<file path="src/rtl/draw_pkg.sv">
// Shared state encoding and default screen geometry for the draw scheduler.
package draw_pkg;

  localparam int DFLT_X_MAX = 640;
  localparam int DFLT_Y_MAX = 480;
  localparam int DFLT_XW    = 10;
  localparam int DFLT_YW    = 9;

  typedef enum logic [1:0] {
    IDLE  = 2'd0,
    CLEAR = 2'd1,
    ISSUE = 2'd2,
    DRAW  = 2'd3
  } state_t;

endpackage

</file>
<file path="src/rtl/draw_scheduler_raster_counter.sv">
// Raster sweep counter for the clear pass: x fastest, wraps to (0,0) after the last pixel.
module raster_counter
  import draw_pkg::*;
#(
  parameter int X_MAX = DFLT_X_MAX,
  parameter int Y_MAX = DFLT_Y_MAX,
  parameter int XW    = DFLT_XW,
  parameter int YW    = DFLT_YW
) (
  input  logic          clk,
  input  logic          reset_n,
  input  logic          restart,
  input  logic          en,
  output logic [XW-1:0] cx,
  output logic [YW-1:0] cy,
  output logic          last
);

  localparam logic [XW-1:0] X_LAST = XW'(X_MAX - 1);
  localparam logic [YW-1:0] Y_LAST = YW'(Y_MAX - 1);

  // Sweep position; restart takes priority over advancing.
  always_ff @(posedge clk or negedge reset_n) begin
    if (!reset_n) begin
      cx <= '0;
      cy <= '0;
    end else if (restart) begin
      cx <= '0;
      cy <= '0;
    end else if (en) begin
      if (cx == X_LAST) begin
        cx <= '0;
        cy <= (cy == Y_LAST) ? '0 : cy + 1'b1;
      end else begin
        cx <= cx + 1'b1;
      end
    end else begin
      cx <= cx;
      cy <= cy;
    end
  end

  assign last = (cx == X_LAST) && (cy == Y_LAST);

endmodule

</file>
<file path="src/rtl/draw_scheduler.sv">
// Owns the framebuffer write port: arbitrates a full-screen clear sweep against
// line commands, hands commands to the line drawer and forwards its pixels.
module draw_scheduler
  import draw_pkg::*;
#(
  parameter int X_MAX = DFLT_X_MAX,
  parameter int Y_MAX = DFLT_Y_MAX,
  parameter int XW    = DFLT_XW,
  parameter int YW    = DFLT_YW
) (
  input  logic          clk,
  input  logic          reset_n,
  input  logic          clear_req,
  input  logic          cmd_valid,
  output logic          cmd_ready,
  input  logic [XW-1:0] cmd_x0,
  input  logic [XW-1:0] cmd_x1,
  input  logic [YW-1:0] cmd_y0,
  input  logic [YW-1:0] cmd_y1,
  input  logic          cmd_color,
  output logic          ld_start,
  output logic [XW-1:0] ld_x0,
  output logic [XW-1:0] ld_x1,
  output logic [YW-1:0] ld_y0,
  output logic [YW-1:0] ld_y1,
  input  logic [XW-1:0] ld_x,
  input  logic [YW-1:0] ld_y,
  input  logic          ld_we,
  input  logic          ld_done,
  output logic [XW-1:0] fb_x,
  output logic [YW-1:0] fb_y,
  output logic          fb_color,
  output logic          fb_we,
  output logic          busy,
  output logic          clearing
);

  localparam logic [XW-1:0] X_LIM = XW'(X_MAX);
  localparam logic [YW-1:0] Y_LIM = YW'(Y_MAX);

  state_t        state_r;
  state_t        state_nxt_s;
  logic          clear_pend_r;
  logic          color_r;
  logic          restart_s;
  logic          accept_s;
  logic          last_s;
  logic [XW-1:0] cx_s;
  logic [YW-1:0] cy_s;

  raster_counter #(
    .X_MAX(X_MAX),
    .Y_MAX(Y_MAX),
    .XW   (XW),
    .YW   (YW)
  ) u_raster (
    .clk    (clk),
    .reset_n(reset_n),
    .restart(restart_s),
    .en     (state_r == CLEAR),
    .cx     (cx_s),
    .cy     (cy_s),
    .last   (last_s)
  );

  assign cmd_ready = (state_r == IDLE) && !clear_req && !clear_pend_r;
  assign accept_s  = cmd_valid && cmd_ready;
  assign busy      = (state_r != IDLE);
  assign clearing  = (state_r == CLEAR);

  // Next state; a clear request always beats a command, and the drawer is never cut short.
  always_comb begin
    state_nxt_s = state_r;
    restart_s   = 1'b0;
    case (state_r)
      IDLE: begin
        if (clear_req || clear_pend_r) state_nxt_s = CLEAR;
        else if (cmd_valid)            state_nxt_s = ISSUE;
        else                           state_nxt_s = IDLE;
      end
      CLEAR: begin
        if (clear_req)   state_nxt_s = CLEAR;
        else if (last_s) state_nxt_s = IDLE;
        else             state_nxt_s = CLEAR;
      end
      ISSUE: state_nxt_s = DRAW;
      DRAW: begin
        if (ld_done) state_nxt_s = (clear_pend_r || clear_req) ? CLEAR : IDLE;
        else         state_nxt_s = DRAW;
      end
      default: state_nxt_s = IDLE;
    endcase
    restart_s = (state_nxt_s == CLEAR) && ((state_r != CLEAR) || clear_req);
  end

  // State, deferred-clear flag and the registered command handed to the drawer.
  always_ff @(posedge clk or negedge reset_n) begin
    if (!reset_n) begin
      state_r      <= IDLE;
      clear_pend_r <= 1'b0;
      ld_start     <= 1'b0;
      ld_x0        <= '0;
      ld_x1        <= '0;
      ld_y0        <= '0;
      ld_y1        <= '0;
      color_r      <= 1'b0;
    end else begin
      state_r  <= state_nxt_s;
      ld_start <= accept_s;
      if (state_nxt_s == CLEAR)                                   clear_pend_r <= 1'b0;
      else if (clear_req && (state_r == ISSUE || state_r == DRAW)) clear_pend_r <= 1'b1;
      else                                                        clear_pend_r <= clear_pend_r;
      if (accept_s) begin
        ld_x0   <= cmd_x0;
        ld_x1   <= cmd_x1;
        ld_y0   <= cmd_y0;
        ld_y1   <= cmd_y1;
        color_r <= cmd_color;
      end else begin
        color_r <= color_r;
      end
    end
  end

  // Framebuffer port register; drawer pixels outside the screen are dropped.
  always_ff @(posedge clk or negedge reset_n) begin
    if (!reset_n) begin
      fb_x     <= '0;
      fb_y     <= '0;
      fb_color <= 1'b0;
      fb_we    <= 1'b0;
    end else begin
      case (state_r)
        CLEAR: begin
          fb_x     <= cx_s;
          fb_y     <= cy_s;
          fb_color <= 1'b0;
          fb_we    <= 1'b1;
        end
        DRAW: begin
          fb_x     <= ld_x;
          fb_y     <= ld_y;
          fb_color <= color_r;
          fb_we    <= ld_we && (ld_x < X_LIM) && (ld_y < Y_LIM);
        end
        default: fb_we <= 1'b0;
      endcase
    end
  end

endmodule

</file>
<file path="config.mk">
export PLATFORM = sky130hd
export DESIGN_NAME = draw_scheduler
export DESIGN_NICKNAME = d
export VERILOG_FILES = /design/src/rtl/draw_pkg.sv /design/src/rtl/draw_scheduler_raster_counter.sv /design/src/rtl/draw_scheduler.sv
export SDC_FILE = /design/constraint.sdc
export NUM_CORES = 1
export LEC_CHECK = 0
export BUFFER_PORTS_ARGS = -buffer_cell sky130_fd_sc_hd__buf_4
export CAP_MARGIN = 20
export CORE_UTILIZATION = 40
export DETAILED_ROUTE_END_ITERATION = 8
export GPL_TIMING_DRIVEN = 0
export PLACE_DENSITY_LB_ADDON = 0.1
export SYNTH_ARGS = -nofsm -noshare
export SYNTH_HDL_FRONTEND = slang
export SYNTH_SLANG_ARGS = --single-unit
</file>
<file path="constraint.sdc">
create_clock -name clk -period 2.3 [get_ports clk]
set_input_delay 0.23 -clock clk [delete_from_list [all_inputs] [get_ports clk]]
set_output_delay 0.23 -clock clk [all_outputs]
set_load 0.05 [all_outputs]
</file>
==> run_results.csv, run 1 <==
group,metric,value,unit
status,status,"finished clean",
worst_setup_path,worstSetupEndpointType,"flop",
cts,clk_path_buf_depth,2,
cts,cts-root-buf,"clkbuf_8",
cts,cts-buffers-inserted,9,
timing,worst_slew_pin_slew,702,ps
placed_design,dpl.hpwl,6.56,mm
cells_and_area,stdcell_count,587,
yosys,async_reset_ff_frac,1.00,
worst_setup_path,rr_worst_depth,6,
detailed_routing,viasPerCell,4.99,
timing,maxSlewHeadroom,0.532,
power_and_ir_drop,p_per_area,721,nW/µm²
cells_and_area,post-route-util,0.564,
die,start_util,0.417,
die,die_area,10200,µm²
global_route,met2_usage,0.299,
cts,clkSinkCount,83,
cells_and_area,fin_area,5290,µm²
cells_and_area,final_cell_mix,"buf_4 (128), dfrtp_1 (83), mux2_4 (39), nor2_1 (29)",
worst_setup_path,r2r_end,"u_raster.cy[0]",
timing,timing.hold.ws,99.1,ps
global_route,grt_antenna_before_repair,0,
flow_run,cap_violations,0,
yosys,synthCells,314,
cells_and_area,n_fill_cell,849,
global_route,grt_pass1_wl,14.2,mm
timing,tns,0,ps
worst_setup_path,timing.rr.start,"u_raster.cy[0]",
detailed_routing,wl_per_cell,15.7,µm
detailed_routing,antenna_left,0,
yosys,synth_area_per_cell,12.4,µm²
detailed_routing,num_vias,2931,
placed_design,dp_cells,569,
power_and_ir_drop,total_power,3.81,mW
timing,fmax,512,MHz
die,core.rowCount,35,
cts,insertion_delay,350,ps
global_route,grt_max_degree,84,
timing,finalClockSkew,9.44,ps
timing,rsz0062_at_grt,"no",
die,dieWidth,101,µm
worst_setup_path,cp.arrival,2200,ps
global_route,overflow,0,
power_and_ir_drop,irDropWorstVdd,0.000380,V
power_and_ir_drop,leakagePower,2.70,nW
worst_hold_path,hold_class,"primary input to flop",
placed_design,dp_slack,369,ps
worst_setup_path,cp_max_fo,8,
worst_setup_path,reg2reg_slack,350,ps
global_route,use_met3,0.0298,
yosys,synth_nets,380,
yosys,synth_edf_count,0,
placed_design,io_buffers,126,
cells_and_area,nets,519,
worst_setup_path,required,2550,ps
cells_and_area,syn_to_final_growth,35.4,%
yosys,synth_area,3910,µm²
cts,cts_tree,"done",
timing,setup-violations-final,0,
detailed_routing,firstDrtPassIters,4,
timing,layout_min_cycle_time,1950,ps
global_route,grt_use_total,0.183,
cells_and_area,drive_gt1_frac,0.441,
detailed_routing,drt_wl_total,9.24,mm
cells_and_area,diodes,0,
detailed_routing,dr.first_iter.drc_count,59,
timing,slew_violations,0,
global_route,grt_pass1_vias,2788,
cells_and_area,seqCellArea,2080,µm²
yosys,yosysWarnings,0,
worst_setup_path,critical_path_class,"flop to flop",
yosys,ys_seq_area_frac,0.532,
cts,path_clk_slew,90,ps
detailed_routing,drc_errors,0,
placed_design,postPlaceCellArea,5010,µm²
die,die_h,101,µm
timing,fin_crit_sh,0.849,
global_route,grt_util_met1,0.244,
cells_and_area,multi_input_area,1690,µm²
yosys,synthFlopType,"dfrtp_1",
die,io_pins,127,
global_route,grt-busiest-layer,"met2",
yosys,synth_seq_cells,83,
timing,timing.final.ws_setup,347,ps
cts,cts-htree-levels,3,
die,coreArea,9370,µm²
worst_setup_path,endpoint,"u_raster.cy[0]",
placed_design,gp_congestion,0.801,
worst_hold_path,hp-start,"cmd_x1[4]",
timing,finalHoldViolCount,0,
worst_setup_path,startpoint_type,"flop",
cells_and_area,mostFrequentLayoutCell,"buf_4",
worst_setup_path,critPathLaunch,"u_raster.cy[0]",
yosys,synthDistinctLibCells,43,
==> layer usage <==
layer  routed length [µm]  vias to the layer above  share of wire
met5                    0                        -              0
met4                  104                        0          0.011
met3                  455                        8          0.049
met2                 4380                       89           0.47
met1                 4300                     1427           0.47
li1                     -                     1407              -
==> worst min path at each step <==
stage / depth (start not counted) / end
CTS: 2 / ld_x1[4]
global placement: 2 / ld_x1[4]
finish: 2 / ld_x1[4]
global route: 2 / ld_x1[4]
floorplan: 0 / clear_pend_r
detailed placement: 2 / ld_y1[5]
==> synthesized netlist by cell type (2+ instances only) <==
master / n / share of area
a21boi_0: 2 / 0.0038
a21o_1: 2 / 0.0038
a21oi_1: 20 / 0.026
a22o_1: 10 / 0.022
a31oi_1: 2 / 0.0032
and3_1: 7 / 0.011
buf_2: 2 / 0.0026
buf_4: 2 / 0.0038
buf_6: 7 / 0.020
clkbuf_1: 5 / 0.0048
dfrtp_1: 83 / 0.53
ha_1: 2 / 0.0064
inv_1: 5 / 0.0048
mux2_2: 2 / 0.0058
mux2_4: 39 / 0.15
mux2i_1: 20 / 0.051
nand2_1: 12 / 0.012
nand3_1: 10 / 0.013
nand4_1: 2 / 0.0032
nor2_1: 29 / 0.028
nor2b_1: 3 / 0.0048
nor3_1: 7 / 0.0090
o211ai_1: 5 / 0.0096
o21a_1: 2 / 0.0038
o21ai_0: 14 / 0.018
o221ai_1: 2 / 0.0045
or3_1: 2 / 0.0032
==> state kept, by name, indices dropped and copies added, names as in the netlist, 2 cells and up <==
signal / flops
u_raster.cy: 9
ld_x0: 10
fb_x: 10
ld_y0: 9
fb_y: 9
u_raster.cx: 10
ld_y1: 9
state_r: 2
ld_x1: 10
==> report_power, final <==
part	leakage (nW)	internal [mW]	total (mW)	switching (mW)
clock network	0.116	0.675	1.22	0.547
logic	1.48	0.362	0.911	0.549
registers	1.10	1.59	1.68	0.0916
==> final cells by class <==
| class | count | area share |
|---|---|---|
| plain buffers | 16 | 0.0232 |
| clock buffers | 11 | 0.0286 |
| clock inverters | 5 | 0.0161 |
| inverters | 5 | 0.00355 |
| multi-input cells | 210 | 0.319 |
| flip-flops and latches | 83 | 0.393 |
| well taps | 129 | 0.0305 |
| repair buffers | 128 | 0.186 |
==> what timing repair did <==
item | in CTS | in global routing
hold buffers | 0 | 1
endpoints found under the hold margin | 0 | 24
buffers inserted | 0 | 0
resized for setup | 0 | 0
==> cells by family after synthesis <==
| logic type | Yosys count | synth area share |
|---|---|---|
| AND/OR/NAND/NOR | 81 | 0.105 |
| flip-flops | 83 | 0.532 |
| multiplexers | 61 | 0.207 |
| adder cells (fa/ha/maj) | 2 | 0.00641 |
| AO/OA/AOI/OAI | 66 | 0.114 |
| buffers and inverters | 21 | 0.0362 |
==> worst max-delay path, stage by stage (launching register included) <==
cell and delay [ps]:
dfrtp_1 420, ha_1 250, nand4_1 140, nor4_2 380
o21bai_4 250, nor3_2 130, mux2_2 270
Note: power is estimated with default switching activity, not from simulation.
==> run 2, diff against run 1 <==
==> constraint.sdc (replaced) <==
create_clock -name clk -period 1.8 [get_ports clk]
set_input_delay 0.18 -clock clk [delete_from_list [all_inputs] [get_ports clk]]
set_output_delay 0.18 -clock clk [all_outputs]
set_load 0.05 [all_outputs]
==> run_results.csv, run 2 (synthesized netlist as in run 1, its figures left out) <==
group,metric,value,unit
worst_setup_path,slowest_delay,380,ps
die,die_area,10200,µm²
detailed_routing,wl_per_cell,15.6,µm
cells_and_area,syn_to_final_growth,37.5,%
cells_and_area,post-route-util,0.573,
power_and_ir_drop,combPwrFrac,0.265,
global_route,grt_max_degree,84,
cells_and_area,drive_gt1_frac,0.471,
worst_setup_path,crit_chain,"buf_6 -> or2_4 -> or2_4 -> buf_6 -> buf_6 -> mux2_4",
timing,maxSlewHeadroom,0.511,
timing,timing.hold.ws,53.6,ps
worst_setup_path,worstSetupEndpointType,"flop",
cts,cts-root-buf,"clkbuf_8",
cts,path_clk_slew,90,ps
cells_and_area,multi_input_area,1760,µm²
global_route,grt_use_total,0.187,
cells_and_area,nets,528,
worst_setup_path,reg2reg_slack,60,ps
die,dieWidth,101,µm
cells_and_area,n_fill_cell,833,
worst_hold_path,hold_class,"primary input to flop",
cells_and_area,fin_area,5370,µm²
cts,cts-htree-levels,3,
timing,worst_slew_pin_slew,733,ps
cells_and_area,seqCellArea,2080,µm²
die,start_util,0.417,
worst_setup_path,slowest_stage,"dfrtp_1",
cts,cts-buffers-inserted,9,
die,core.rowCount,35,
power_and_ir_drop,leakagePower,2.71,nW
detailed_routing,dr.first_iter.drc_count,84,
timing,slew_violations,0,
power_and_ir_drop,power_frac_seq,0.469,
placed_design,dpl.hpwl,6.47,mm
worst_setup_path,critPathLaunch,"state_r[1]",
worst_setup_path,cp.arrival,1970,ps
power_and_ir_drop,p_clk_frac,0.266,
worst_setup_path,cp_max_fo,10,
detailed_routing,antenna_left,0,
timing,tns,0,ps
global_route,grt_pass1_wl,14.6,mm
cts,cts_tree,"done",
timing,fin_crit_sh,0.967,
placed_design,io_buffers,126,
timing,finalClockSkew,8.83,ps
placed_design,postPlaceCellArea,5020,µm²
timing,finalHoldViolCount,0,
cells_and_area,diodes,0,
detailed_routing,firstDrtPassIters,4,
worst_setup_path,critical_path_class,"flop to flop",
timing,rsz0062_at_grt,"yes",
die,die_h,101,µm
cts,clkSinkCount,83,
power_and_ir_drop,p_sw,1.54,mW
worst_setup_path,startpoint_type,"flop",
detailed_routing,viasPerCell,4.92,
global_route,grt_pass1_vias,2900,
timing,layout_min_cycle_time,1740,ps
global_route,overflow,0,
cts,insertion_delay,350,ps
timing,fmax,575,MHz
worst_setup_path,critPathMostFrequentCell,"buf_6",
detailed_routing,drc_errors,0,
detailed_routing,drt_wl_total,9.32,mm
placed_design,gp_congestion,0.797,
worst_hold_path,hp-start,"cmd_y0[0]",
worst_setup_path,timing.rr.start,"state_r[1]",
die,coreArea,9370,µm²
cells_and_area,mostFrequentLayoutCell,"buf_4",
worst_setup_path,required,2030,ps
cts,clk_path_buf_depth,2,
power_and_ir_drop,irDropWorstVdd,0.000347,V
detailed_routing,num_vias,2931,
status,status,"finished clean",
cells_and_area,final_cell_mix,"buf_4 (136), dfrtp_1 (83), mux2_4 (39), nor2_1 (28)",
global_route,grt_antenna_before_repair,0,
power_and_ir_drop,switching_share,0.338,
die,io_pins,127,
power_and_ir_drop,p_int,3.02,mW
flow_run,cap_violations,0,
timing,setup-violations-final,0,
power_and_ir_drop,p_per_area,849,nW/µm²
run 2: changes by cell type in the layout (fill, tap and decap cells not counted), moves of 2 or more:
cell	before	now
bufinv_16	2	0
ha_1	2	0
buf_4	128	136
clkbuf_8	11	9
clkinvlp_4	1	4
run 2: critical path: cells and delay by family (launching register included):
family                 cells  cell delay, ps
buffers and inverters      3             420
and+or+nand+nor            2             520
DFF                        1             380
muxes                      1             300
run 2: path summary, 6_finish.rpt:
kind | endpoint | cells after the start
min in group asynchronous | ld_y0[0] | 2
worst min register to register | ld_y1[0] | 1
worst max register to register | color_r | 6
worst max-delay path | color_r | 6
max in group asynchronous | clear_pend_r | 3
worst min-delay path | ld_y0[0] | 2
run 2: layout make-up:
class                   instances  share of cell area
inverters                       5             0.00349
well taps                     129              0.0300
clock buffers                   9              0.0231
repair buffers                137               0.196
flip-flops and latches         83               0.387
plain buffers                  16              0.0228
clock inverters                 7             0.00978
multi-input cells             210               0.328
run 2: power groups by stage:
stage	Sequential [mW]	Clock [mW]	Combinational (mW)
2_1_floorplan	2.64	0	0.256
3_3_place_gp	2.17	0	1.15
3_5_place_dp	2.18	0	1.16
4_1_cts	2.14	1.25	1.19
5_1_grt	2.16	1.32	1.27
6_report	2.14	1.22	1.21
run 2: what timing repair did:
item | CTS | global route
pin swaps | 1 | 5
setup buffers | 5 | 4
cloned | 0 | 0
endpoints found under the setup margin | 13 | 49
gates resized for setup | 5 | 10
hold endpoints to repair | 0 | 33
hold buffers | 0 | 1
run 2: metrics by stage:
stage	instances	worst slack (ps)	power (mW)
2_1_floorplan	314	58.8	2.90
3_3_place_gp	569	-168	3.32
3_5_place_dp	569	-159	3.34
4_1_cts	590	2.54	4.57
5_1_grt	596	-8.70	4.76
6_report	596	59.4	4.56
run 2: routing by layer:
layer | up-vias | part of all wire | routed length [µm] | GRT usage
li1 | 1426 | - | - | -
met1 | 1410 | 0.47 | 4400 | 0.254
met2 | 87 | 0.47 | 4390 | 0.307
met3 | 8 | 0.048 | 444 | 0.0270
met4 | 0 | 0.0083 | 77 | 0.0658
met5 | - | 0 | 0 | 0
